File: src/rtl/mul_sequencer.sv
// mul_sequencer: multi-cycle shift-add controller for the MUL instruction (alu_ctrl_i == 4'b0100).
// Latches operands when MUL issues from execute and runs Width shift-add steps. The pipeline
// is stalled until the product is ready, and then done_o pulses for one cycle. All other ALU
// codes are ignored, so those operations stay single-cycle.
//
// Ports:
//   clock_i     system clock; all state changes on the rising edge
//   reset_i     synchronous, active-high reset
//   start_i     execute stage holds a valid instruction this cycle
//   alu_ctrl_i  ALU control code (4'b0100 = MUL)
//   op_a_i      multiplicand (rs value)
//   op_b_i      multiplier (rt value)
//   flush_i     pipeline flush; aborts any sequence in progress
//   stall_o     hold IF/ID/EX registers (combinational in IDLE, state decode otherwise)
//   busy_o      sequencer is in RUN
//   done_o      one-cycle pulse; product_o is valid for this MUL
//   product_o   low Width bits of op_a_i * op_b_i; held until the next completed MUL
module mul_sequencer #(
  parameter int unsigned Width = 24
) (
  input  logic             clock_i,
  input  logic             reset_i,
  input  logic             start_i,
  input  logic [3:0]       alu_ctrl_i,
  input  logic [Width-1:0] op_a_i,
  input  logic [Width-1:0] op_b_i,
  input  logic             flush_i,
  output logic             stall_o,
  output logic             busy_o,
  output logic             done_o,
  output logic [Width-1:0] product_o
);

  localparam int unsigned    CntW    = (Width > 1) ? $clog2(Width) : 1;
  localparam logic [3:0]     AluMul  = 4'b0100;
  localparam logic [CntW-1:0] CntLast = CntW'(Width - 1);

  typedef enum logic [1:0] {StIdle, StRun, StDone} state_e;

  state_e            state_q, state_d;
  logic [Width-1:0]  acc_q, acc_d;
  logic [Width-1:0]  mcand_q, mcand_d;
  logic [Width-1:0]  mplier_q, mplier_d;
  logic [CntW-1:0]   count_q, count_d;
  logic [Width-1:0]  product_q, product_d;
  logic              accept;

  assign accept = (state_q == StIdle) && start_i && (alu_ctrl_i == AluMul) && !flush_i;

  always_comb begin
    state_d   = state_q;
    acc_d     = acc_q;
    mcand_d   = mcand_q;
    mplier_d  = mplier_q;
    count_d   = count_q;
    product_d = product_q;

    unique case (state_q)
      StIdle: begin
        if (accept) begin
          acc_d = '0;
          if ((op_a_i == '0) || (op_b_i == '0)) begin
            // Zero operand: product is known, skip the shift-add loop.
            state_d = StDone;
          end else begin
            mcand_d  = op_a_i;
            mplier_d = op_b_i;
            count_d  = '0;
            state_d  = StRun;
          end
        end
      end
      StRun: begin
        if (flush_i) begin
          state_d = StIdle;
        end else begin
          if (mplier_q[0]) begin
            acc_d = acc_q + mcand_q;
          end
          mcand_d  = mcand_q << 1;
          mplier_d = mplier_q >> 1;
          count_d  = count_q + 1'b1;
          if (count_q == CntLast) begin
            state_d = StDone;
          end
        end
      end
      StDone: begin
        state_d = StIdle;
      end
      default: begin
        state_d = StIdle;
      end
    endcase

    // Product captures the final accumulator on entry to DONE, including the last step's add.
    if (state_d == StDone) begin
      product_d = acc_d;
    end
  end

  always_ff @(posedge clock_i) begin
    if (reset_i) begin
      state_q   <= StIdle;
      acc_q     <= '0;
      mcand_q   <= '0;
      mplier_q  <= '0;
      count_q   <= '0;
      product_q <= '0;
    end else begin
      state_q   <= state_d;
      acc_q     <= acc_d;
      mcand_q   <= mcand_d;
      mplier_q  <= mplier_d;
      count_q   <= count_d;
      product_q <= product_d;
    end
  end

  // Stall drops in DONE so the MUL advances in the same cycle its product is valid.
  assign stall_o   = accept || (state_q == StRun);
  assign busy_o    = (state_q == StRun);
  assign done_o    = (state_q == StDone) && !flush_i;
  assign product_o = product_q;

endmodule

File: config.mk
export PLATFORM = sky130hd
export DESIGN_NAME = mul_sequencer
export DESIGN_NICKNAME = d
export VERILOG_FILES = /design/src/rtl/mul_sequencer.sv
export SDC_FILE = /design/constraint.sdc
export NUM_CORES = 1
export LEC_CHECK = 0
export ABC_AREA = 1
export CORE_ASPECT_RATIO = 0.6
export CORE_UTILIZATION = 30
export CTS_BUF_LIST = sky130_fd_sc_hd__clkbuf_16
export CTS_CLUSTER_SIZE = 30
export DETAILED_ROUTE_END_ITERATION = 10
export PLACE_DENSITY = 0.57
export RECOVER_POWER = 50
export SLEW_MARGIN = 10
export SYNTH_ARGS = -nofsm -noshare
export SYNTH_HDL_FRONTEND = slang
export SYNTH_SLANG_ARGS = --single-unit
File: constraint.sdc
create_clock -name clock_i -period 2.1 [get_ports clock_i]
set_input_delay 0.21 -clock clock_i [delete_from_list [all_inputs] [get_ports clock_i]]
set_output_delay 0.21 -clock clock_i [all_outputs]
set_load 0.01 [all_outputs]
==> out/qor.yml <==
place:
  place_congestion: 0.912
  dp_hpwl_um: 14000
  place_area_mm2: 0.00759
  io_buffers: 82
  placed_cells: 1367
detailed_routing:
  num_vias: 6494
  routedWlPerCell_um: 13.6
  first_iter_violations: 501
  first_pass_iters: 5
  final_antenna_net_count: 0
  wl_um: 18900
  via_per_inst: 4.68
  drc: 0
setup_path:
  rr_endpoint: "product_o[18]"
  max_stage_delay_ps: 570
  timing.rr.start: "acc_q[12]"
  crit_fanout: 26
  cp-end-kind: "flop"
  cp.arrival_ps: 2210
  reg2reg_depth: 13
  cpMaxStageDelayCell: "dlygate4sd3_1"
  path_class: "primary input to flop"
  cp-start-kind: "primary input"
  cp_top_family: "buffers and inverters"
  crit_chain: "dlygate4sd3_1 > nor2_1 > nand2_1 > nor2_1 > nand3_1 > nand3_1 > nand2_1 > clkbuf_2 > o21ai_0 > a31oi_1"
  required_ps: 2320
  reg2reg_slack_ps: 110
  crit_buf_inv: 2
synthesis:
  syn_inst: 1013
  ys.flop_type: "dfxtp_1"
  ys_async_sr_fraction_pct: 0
  ys_seq_area_share_pct: 32.8
  synth-edff-count: 0
  synth_cell_types: 40
  ys_ff_latch: 103
  syn_avg_cell_area_um2: 6.21
  synth_warnings: 0
  synth_area_mm2: 0.00629
  synth_fp_nets: 1094
floorplanning:
  die_x_um: 189
  die_y_um: 114
  design.core.area_mm2: 0.0203
  die_area_mm2: 0.0216
  num_rows: 40
  start_util_pct: 31.0
  io_pins: 83
timing:
  min_period_over_period_pct: 95.1
  timing.fmax_mhz: 501
  worstMarginPinSlew_ps: 641
  final_hold_viol_count: 0
  setup_viol: 0
  rsz0062_at_grt: "true"
  drv_slew: 0
  min_period_ps: 2000
  clock_skew_ps: 15.8
  relSlewSlack_pct: 56.8
finish:
  drive_above_1_share_pct: 12.1
  final_nets: 1192
  instances_no_fill: 1389
  area_growth_pct: 28.6
  layout_common_cells: "nand2_1 (320), inv_1 (126), nor2_1 (101)"
  antennaDiodeCount: 0
  ff_latch_area_mm2: 0.00208
  final_core_util_pct: 39.9
  final_common_cell: "nand2_1"
  nFillCells: 2178
  design_area_mm2: 0.00809
  multiInputGateArea_mm2: 0.00369
power_and_ir_drop:
  power_mw: 3.83
  ir_drop_v: 0.000363
  p_per_area_mw_per_mm2: 473
  leakagePower_nw: 3.66
hold_path:
  min_to: "mcand_q[3]"
  hold_start: "op_a_i[3]"
  hold_class: "primary input to flop"
  whs_path_depth: 3
global_route:
  grt_pass1_vias: 5928
  gr-usage-all-layers_pct: 17.9
  grt_pass1_wl_um: 30900
  grt.overflow.total: 0
  antenna_found_initial: 0
  grt_start_max_net_pins: 67
clock_network:
  clock_latency_ps: 360
  htreeDepth: 3
  cts_buffer_depth: 2
  numCtsBuffers: 9
  cts-root-buf: "clkbuf_16"
  cts_tree: "done"
  cts_sinks: 103
  clkSlewWorstSetupHoldPaths_ps: 70
flow_run:
  maxCapViolCount: 0
outcome:
  outcome: "completed"
==> stage by stage <==
step	setup WS, ps	hold WS (ps)	TNS (ps)
after detailed placement	-42.9	469	-185
final	104	455	0
after CTS	12.0	448	0
after floorplan	137	370	0
after global placement	-5.87	454	-5.87
after global routing	-54.4	471	-314
==> what timing repair did <==
item,CTS,global route
endpoints found under the setup margin,4,31
setup buffers,0,6
gates resized for setup,2,58
hold buffers,0,0
pin swaps,0,7
==> area by class of cell <==
type | count | area share (%)
clock buffers | 9 | 2.78
repair buffers | 130 | 15.0
well taps | 273 | 4.22
flip-flops and latches | 103 | 25.7
multi-input cells | 735 | 45.6
clock inverters | 7 | 0.495
inverters | 132 | 6.13
==> layer usage <==
| metal | GRT usage [%] | up-vias | share of wire [%] |
|---|---|---|---|
| li1 | - | 3441 | - |
| met1 | 28.0 | 2901 | 56 |
| met2 | 24.9 | 143 | 39 |
| met3 | 3.56 | 9 | 4.5 |
| met4 | 3.23 | 0 | 0.59 |
| met5 | 0 | - | 0 |
==> Yosys cell counts, types with 2 or more instances <==
library cell,number,area (um^2)
nor2_2,4,25.0
inv_1,126,473
nor3_1,8,40.0
xor2_1,2,17.5
nor2_4,3,33.8
nor2_1,105,394
nand4_1,6,37.5
nand3_1,57,285
o21ai_2,2,17.5
a31oi_1,47,294
xnor2_1,3,26.3
nand3b_1,3,22.5
o21ai_0,45,225
clkbuf_1,20,75.1
buf_4,4,30.0
dfxtp_1,103,2060
ha_1,24,300
buf_2,13,65.1
buf_6,5,56.3
nand2_1,328,1230
a21oi_1,44,220
inv_2,6,22.5
or2_2,5,31.3
o21ai_1,34,170
==> registers in the layout, indices dropped and copies added, names as in the netlist <==
name,count
state_q,2
mplier_q,24
acc_q,24
count_q,5
product_o,24
mcand_q,24
==> worst reg2reg max path, cell delays in order, from the launching register on <==
cell	delay, ps
dfxtp_1	330
ha_1	360
nand2_1	150
inv_1	70
a21oi_1	240
inv_1	70
a21oi_1	190
nand2_1	80
nand2_1	60
nand3_1	90
nand2_1	110
nand3_1	70
nand2_1	60
inv_1	30
==> report_power, final <==
part           internal, mW  switching, mW  total, mW
combinational         0.158          0.138      0.296
sequential             1.97         0.0144       1.98
clock                 0.794          0.754       1.55
==> worst max path at each step <==
| stage | startpoint | end | slack (ps) | cells past startpoint |
|---|---|---|---|---|
| floorplan | mcand_q[0] | product_o[8] | 140 | 14 |
| global placement | op_b_i[2] | product_o[8] | -6 | 12 |
| detailed placement | op_b_i[2] | product_o[9] | -40 | 12 |
| CTS | mcand_q[0] | product_o[16] | 10 | 15 |
| global route | acc_q[0] | product_o[16] | -50 | 15 |
| finish | op_b_i[2] | mcand_q[4] | 100 | 10 |
==> cell families after synthesis <==
group	count (synthesis)	synth area share (%)
and+or+nand+nor	525	34.2
AOI/OAI and AO/OA	180	15.7
xor gates and xnor gates	5	0.697
buffers and inverters	175	11.5
DFF	103	32.8
adders and majority gates	25	5.09
No activity file was read; power rests on OpenSTA's default activity.
